File: src/rtl/immgen_pipe_if.sv
// rtl/immgen_pipe_if.sv - handshake bundle between decode and the immediate generator
interface immgen_pipe_if #(
  parameter int DATA_WIDTH = 32,
  parameter int TAG_WIDTH  = 32
);
  logic                  flush;
  logic                  in_valid;
  logic                  in_ready;
  logic [31:0]           in_inst;
  logic [TAG_WIDTH-1:0]  in_tag;
  logic                  out_valid;
  logic                  out_ready;
  logic [DATA_WIDTH-1:0] out_imm;
  logic [2:0]            out_fmt;
  logic                  out_illegal;
  logic [TAG_WIDTH-1:0]  out_tag;

  modport master (
    output flush, in_valid, in_inst, in_tag, out_ready,
    input  in_ready, out_valid, out_imm, out_fmt, out_illegal, out_tag
  );

  modport slave (
    input  flush, in_valid, in_inst, in_tag, out_ready,
    output in_ready, out_valid, out_imm, out_fmt, out_illegal, out_tag
  );
endinterface

File: src/rtl/immgen_pipe.sv
// rtl/immgen_pipe.sv - pipelined RISC-V immediate generator with 2-entry skid buffer
module immgen_pipe #(
  parameter int DATA_WIDTH = 32,
  parameter int TAG_WIDTH  = 32
) (
  input  logic         clk,
  input  logic         rst,
  immgen_pipe_if.slave bus
);
  localparam logic [2:0] FMT_NONE  = 3'd0;
  localparam logic [2:0] FMT_I     = 3'd1;
  localparam logic [2:0] FMT_S     = 3'd2;
  localparam logic [2:0] FMT_B     = 3'd3;
  localparam logic [2:0] FMT_U     = 3'd4;
  localparam logic [2:0] FMT_J     = 3'd5;
  localparam logic [2:0] FMT_SHAMT = 3'd6;

  // Every format fits a 32-bit signed value; widen by replicating bit 31.
  function automatic logic [DATA_WIDTH-1:0] sext32(input logic [31:0] v);
    logic [DATA_WIDTH-1:0] r;
    r       = {DATA_WIDTH{v[31]}};
    r[31:0] = v;
    return r;
  endfunction

  logic [31:0]           inst;
  logic [31:0]           imm32;
  logic [DATA_WIDTH-1:0] d_imm;
  logic [2:0]            d_fmt;
  logic                  d_ill;

  logic                  main_valid;
  logic [DATA_WIDTH-1:0] main_imm;
  logic [2:0]            main_fmt;
  logic                  main_ill;
  logic [TAG_WIDTH-1:0]  main_tag;

  logic                  skid_valid;
  logic [DATA_WIDTH-1:0] skid_imm;
  logic [2:0]            skid_fmt;
  logic                  skid_ill;
  logic [TAG_WIDTH-1:0]  skid_tag;

  logic                  accept;
  logic                  main_open;

  assign inst      = bus.in_inst;
  assign accept    = bus.in_valid && bus.in_ready;
  // Main can take new data when empty or when its current entry leaves this cycle.
  assign main_open = !main_valid || (main_valid && bus.out_ready);

  // Decode the incoming instruction into a 32-bit immediate, format and illegal flag.
  always_comb begin
    imm32 = '0;
    d_fmt = FMT_NONE;
    d_ill = 1'b0;
    case (inst[6:0])
      7'b0000011, 7'b0001111, 7'b1100111, 7'b1110011: begin
        imm32 = {{20{inst[31]}}, inst[31:20]};
        d_fmt = FMT_I;
      end
      7'b0010011: begin
        if (inst[14:12] == 3'b001 || inst[14:12] == 3'b101) begin
          // funct7 shares these bits but is never part of the shift amount.
          if (DATA_WIDTH == 64) imm32 = {26'b0, inst[25:20]};
          else                  imm32 = {27'b0, inst[24:20]};
          d_fmt = FMT_SHAMT;
        end else begin
          imm32 = {{20{inst[31]}}, inst[31:20]};
          d_fmt = FMT_I;
        end
      end
      7'b0100011: begin
        imm32 = {{20{inst[31]}}, inst[31:25], inst[11:7]};
        d_fmt = FMT_S;
      end
      7'b1100011: begin
        imm32 = {{19{inst[31]}}, inst[31], inst[7], inst[30:25], inst[11:8], 1'b0};
        d_fmt = FMT_B;
      end
      7'b0110111, 7'b0010111: begin
        imm32 = {inst[31:12], 12'b0};
        d_fmt = FMT_U;
      end
      7'b1101111: begin
        imm32 = {{11{inst[31]}}, inst[31], inst[19:12], inst[20], inst[30:21], 1'b0};
        d_fmt = FMT_J;
      end
      default: d_ill = 1'b1;
    endcase
    d_imm = sext32(imm32);
  end

  // Main entry: refilled from skid first so ordering stays FIFO, else from the decoder.
  always_ff @(posedge clk) begin
    if (rst) begin
      main_valid <= 1'b0;
      main_imm   <= '0;
      main_fmt   <= '0;
      main_ill   <= 1'b0;
      main_tag   <= '0;
    end else if (bus.flush) begin
      main_valid <= 1'b0;
    end else if (main_open) begin
      if (skid_valid) begin
        main_valid <= 1'b1;
        main_imm   <= skid_imm;
        main_fmt   <= skid_fmt;
        main_ill   <= skid_ill;
        main_tag   <= skid_tag;
      end else begin
        main_valid <= accept;
        if (accept) begin
          main_imm <= d_imm;
          main_fmt <= d_fmt;
          main_ill <= d_ill;
          main_tag <= bus.in_tag;
        end
      end
    end
  end

  // Skid entry: catches a transfer that arrives while main is held by the consumer.
  always_ff @(posedge clk) begin
    if (rst) begin
      skid_valid <= 1'b0;
      skid_imm   <= '0;
      skid_fmt   <= '0;
      skid_ill   <= 1'b0;
      skid_tag   <= '0;
    end else if (bus.flush) begin
      skid_valid <= 1'b0;
    end else if (main_open && skid_valid) begin
      skid_valid <= 1'b0;
    end else if (!main_open && accept) begin
      skid_valid <= 1'b1;
      skid_imm   <= d_imm;
      skid_fmt   <= d_fmt;
      skid_ill   <= d_ill;
      skid_tag   <= bus.in_tag;
    end
  end

  // Outputs come straight from the main entry registers.
  assign bus.in_ready    = !rst && !skid_valid;
  assign bus.out_valid   = main_valid;
  assign bus.out_imm     = main_imm;
  assign bus.out_fmt     = main_fmt;
  assign bus.out_illegal = main_ill;
  assign bus.out_tag     = main_tag;
endmodule

File: src/flat_wrapper.sv
// flat-port wrapper written by rule: the top's interface ports become plain ports
module immgen_pipe_flat 
#(
  parameter int DATA_WIDTH = 32,
  parameter int TAG_WIDTH  = 32
)
  (clk, rst, bus_flush, bus_in_valid, bus_in_inst, bus_in_tag, bus_out_ready, bus_in_ready, bus_out_valid, bus_out_imm, bus_out_fmt, bus_out_illegal, bus_out_tag);
  immgen_pipe_if #(.DATA_WIDTH(DATA_WIDTH), .TAG_WIDTH(TAG_WIDTH)) bus_i ();
  input  logic clk;
  input  logic rst;
  input wire logic [$bits(bus_i.flush)-1:0] bus_flush;
  input wire logic [$bits(bus_i.in_valid)-1:0] bus_in_valid;
  input wire logic [$bits(bus_i.in_inst)-1:0] bus_in_inst;
  input wire logic [$bits(bus_i.in_tag)-1:0] bus_in_tag;
  input wire logic [$bits(bus_i.out_ready)-1:0] bus_out_ready;
  output wire logic [$bits(bus_i.in_ready)-1:0] bus_in_ready;
  output wire logic [$bits(bus_i.out_valid)-1:0] bus_out_valid;
  output wire logic [$bits(bus_i.out_imm)-1:0] bus_out_imm;
  output wire logic [$bits(bus_i.out_fmt)-1:0] bus_out_fmt;
  output wire logic [$bits(bus_i.out_illegal)-1:0] bus_out_illegal;
  output wire logic [$bits(bus_i.out_tag)-1:0] bus_out_tag;
  assign bus_i.flush = bus_flush;
  assign bus_i.in_valid = bus_in_valid;
  assign bus_i.in_inst = bus_in_inst;
  assign bus_i.in_tag = bus_in_tag;
  assign bus_i.out_ready = bus_out_ready;
  assign bus_in_ready = bus_i.in_ready;
  assign bus_out_valid = bus_i.out_valid;
  assign bus_out_imm = bus_i.out_imm;
  assign bus_out_fmt = bus_i.out_fmt;
  assign bus_out_illegal = bus_i.out_illegal;
  assign bus_out_tag = bus_i.out_tag;
  immgen_pipe #(.DATA_WIDTH(DATA_WIDTH), .TAG_WIDTH(TAG_WIDTH)) u_core (.clk(clk), .rst(rst), .bus(bus_i));
endmodule
File: config.mk
export PLATFORM = sky130hd
export DESIGN_NAME = immgen_pipe_flat
export DESIGN_NICKNAME = d
export VERILOG_FILES = /design/src/rtl/immgen_pipe_if.sv /design/src/rtl/immgen_pipe.sv /design/src/flat_wrapper.sv
export SDC_FILE = /design/constraint.sdc
export NUM_CORES = 1
export LEC_CHECK = 0
export ABC_AREA = 1
export BUFFER_PORTS_ARGS = -buffer_cell sky130_fd_sc_hd__buf_2
export CORE_AREA = 2 2 135 137
export CTS_CLUSTER_SIZE = 12
export DETAILED_ROUTE_END_ITERATION = 8
export DIE_AREA = 0 0 137 139
export GPL_TIMING_DRIVEN = 0
export SLEW_MARGIN = 20
export SYNTH_ARGS = -nofsm -noshare
export SYNTH_HDL_FRONTEND = slang
export SYNTH_SLANG_ARGS = --single-unit
export TNS_END_PERCENT = 1
File: constraint.sdc
create_clock -name clk -period 4.2 [get_ports clk]
set_input_delay 0.84 -clock clk [delete_from_list [all_inputs] [get_ports clk]]
set_output_delay 0.84 -clock clk [all_outputs]
set_load 0.005 [all_outputs]
==> out/results.txt <==
worst IR drop on VDD -> 0.000283 V
dpl hpwl -> 13,800 um
CTS root buffer -> clkbuf_16
Routed WL -> 19,000 um
number of diodes -> 0
CP Class -> primary input to output port
FF+latch count, synth -> 138
Hold Worst Slack -> 0.473 ns
drt drc -> 0
Buffers on Ports -> 138
Rel. slew slack -> 54.4%
final setup violation count -> 0
CTS Hold Bufs -> 0
crit path cell chain -> buf_2 -> clkbuf_1 -> nor2_1 -> buf_2
met3 Track Usage GR -> 4.13%
max-slew violation count -> 0
first-pass GRT wire length -> 30,100 um
Pwr Density -> 408 nW/um^2
worst-skew pair later-pin latency -> 0.43 ns
Comb power frac -> 7.9%
worst setup margin -> 1.58 ns
critical path startpoint category -> primary input
Sinks on Clock Net -> 138
dpl cell area -> 7050 sq um
worst path required time -> 3.36 ns
dpl cells -> 1,246
Top Ports -> 139
Psw -> 752 uW
Synth Warn # -> 0
Compound-Gate Fraction of Synth Area -> 23.1%
clk slew on worst S/H paths -> 0.06 ns
GPL Wtd Cong -> 0.873
Tot Pwr -> 3.12 mW
Hold Vio Cnt, Final -> 0
Int Pwr -> 2.36 mW
vias post-DR -> 6,311
Setup Buffers After CTS -> 0
CTS tree -> yes
Std-Cell Rows -> 49
Seq pwr share -> 43.9%
Crit-path slowest cell -> clkbuf_1
Final nets -> 1,105
Synth Area in Simple Gates -> 22.6%
Max Clk Rate -> 382 MHz
Final Cell Area -> 7640 sq um
Cells after Synth -> 879
Iteration-0 DRC Markers -> 364
sequential share of the synthesized area -> 45.5%
utilization after layout -> 43.3%
share of cells above drive strength 1 -> 19.4%
GRT Total Usage -> 20.1%
max-cap violations -> 0
status -> completed
number of CTS-inserted buffers -> 17
met1 Usage GRT -> 26.8%
die height -> 139 um
Final Non-Filler Cells -> 1,278
DR WL/cell -> 14.9 um
die width -> 137 um
Synth Net Count -> 948
switch share -> 24.1%
Avg Vias per Cell -> 4.94
portion of netlist area occupied by mux cells -> 0%
synth-to-layout area growth -> 25.8%
GR peak layer -> met2
combinational family with the most area after synthesis -> compound AO/OA/AOI/OAI gates
XOR/XNOR Fraction of Synth Area -> 0%
die area -> 19,000 sq um
DP Worst Slack -> 1.55 ns
HP Class -> flip-flop to flip-flop
crit-path max FO -> 10
CP Capture Type -> output port
Tightest Pin Transition -> 0.684 ns
DR pass1 iterations -> 4
crit path time final -> 2.62 ns
largest net degree at the start of global routing -> 17
Clk pwr share -> 48.3%
met2 Usage GRT -> 32.6%
Post-Route Setup TNS -> 0 ns
vias in the first global route -> 5,819
antenna violations before repair -> 0
Critical Path Most Common Cell -> buf_2
syn avg cell area -> 6.91 sq um
core area -> 17,700 sq um
Max clock buf depth -> 2
ANT nets after route -> 0
grt total ovfl -> 0
H-tree level count -> 4
skew final -> 0.0112 ns
post-synthesis adder-cell area fraction -> 0%
Resized Gates After CTS -> 0
initial core utilization -> 34.4%
RSZ-0062 raised after global routing -> false
Largest stage delay, worst path -> 0.54 ns
Final period util -> 62.4%
Mapped Area -> 6070 sq um
synth unique cells -> 22
crit path DAT -> 1.78 ns
Static Leakage -> 3.72 nW
[registers in the layout, indices dropped and copies added (netlist names)]
| register | flops |
|---|---|
| u_core.skid_tag | 32 |
| u_core.bus.out_tag | 32 |
| u_core.bus.out_valid | 1 |
| u_core.skid_imm | 32 |
| u_core.bus.out_fmt | 3 |
| u_core.bus.out_illegal | 1 |
| u_core.skid_fmt | 3 |
| u_core.bus.out_imm | 32 |
| u_core.skid_valid | 1 |
| u_core.skid_ill | 1 |
[Yosys cell counts (all sizes together)]
cell | count | share of area (%)
o21ai | 135 | 11
nor2 | 152 | 9.5
inv | 58 | 3.6
a31oi | 32 | 3.3
nand4 | 2 | 0.21
nand2 | 164 | 10
dfxtp | 138 | 45
nor3 | 4 | 0.51
o21bai | 1 | 0.12
nand3b | 1 | 0.12
nor3b | 1 | 0.21
buf | 34 | 3.4
a21oi | 104 | 8.6
clkbuf | 30 | 1.9
nand3 | 23 | 1.9
[logic make-up after synthesis]
| family | after synthesis |
|---|---|
| and+or+nand+nor | 347 |
| DFF | 138 |
| buffers and inverters | 122 |
| AOI/OAI and AO/OA | 272 |
[critical path: cells and delay by family]
family                 cells  cell delay, ns
buffers and inverters      3            0.83
AND/OR/NAND/NOR            1            0.11
[worst paths after layout]
| path | startpoint | end | slack (ns) | depth (start not counted) |
|---|---|---|---|---|
| worst max-delay path | rst | bus_in_ready | 1.58 | 4 |
| worst min-delay path | u_core.skid_tag[22] | u_core.bus.out_tag[22] | 0.47 | 2 |
| worst max register to register | u_core.skid_valid | u_core.bus.out_imm[28] | 2.30 | 6 |
| worst min register to register | u_core.skid_tag[22] | u_core.bus.out_tag[22] | 0.47 | 2 |
[final cells by class]
type | instances | area (sq um)
fill | 1878 | 10000
multi-input combinational | 619 | 2770
sequential | 138 | 2760
timing repair buffer | 138 | 691
clock buffer | 21 | 470
buffer | 64 | 320
tap | 229 | 287
inverter | 58 | 218
clock inverter | 11 | 119
[routing by layer]
| metal | vias to the layer above | part of all wire, % |
|---|---|---|
| li1 | 3207 | - |
| met1 | 2885 | 47 |
| met2 | 201 | 46 |
| met3 | 18 | 5.7 |
| met4 | 0 | 1.4 |
| met5 | - | 0 |
[power by group through the flow]
stage | clock network (mW) | logic, mW | registers, mW
2_1_floorplan | 0 | 0.122 | 1.40
3_3_place_gp | 0 | 0.244 | 1.39
3_5_place_dp | 0 | 0.244 | 1.40
4_1_cts | 1.52 | 0.246 | 1.37
5_1_grt | 1.59 | 0.275 | 1.37
6_report | 1.50 | 0.245 | 1.37
[placed cells by master, fill, tap and decap left out, types with 2 or more instances in the layout]
master / instances
nand2_1: 164
buf_2: 157
nor2_1: 150
dfxtp_1: 138
a21oi_1: 104
o21ai_1: 94
inv_1: 56
o21ai_0: 41
a31oi_1: 32
clkbuf_1: 31
nand3_1: 23
clkbuf_16: 17
buf_1: 5
buf_4: 5
buf_6: 5
clkinv_2: 5
nor3_1: 3
clkbuf_8: 3
nand4_1: 2
nor2_2: 2
inv_2: 2
clkinv_4: 2
bufinv_16: 2
(Power assumes the default switching activity.)
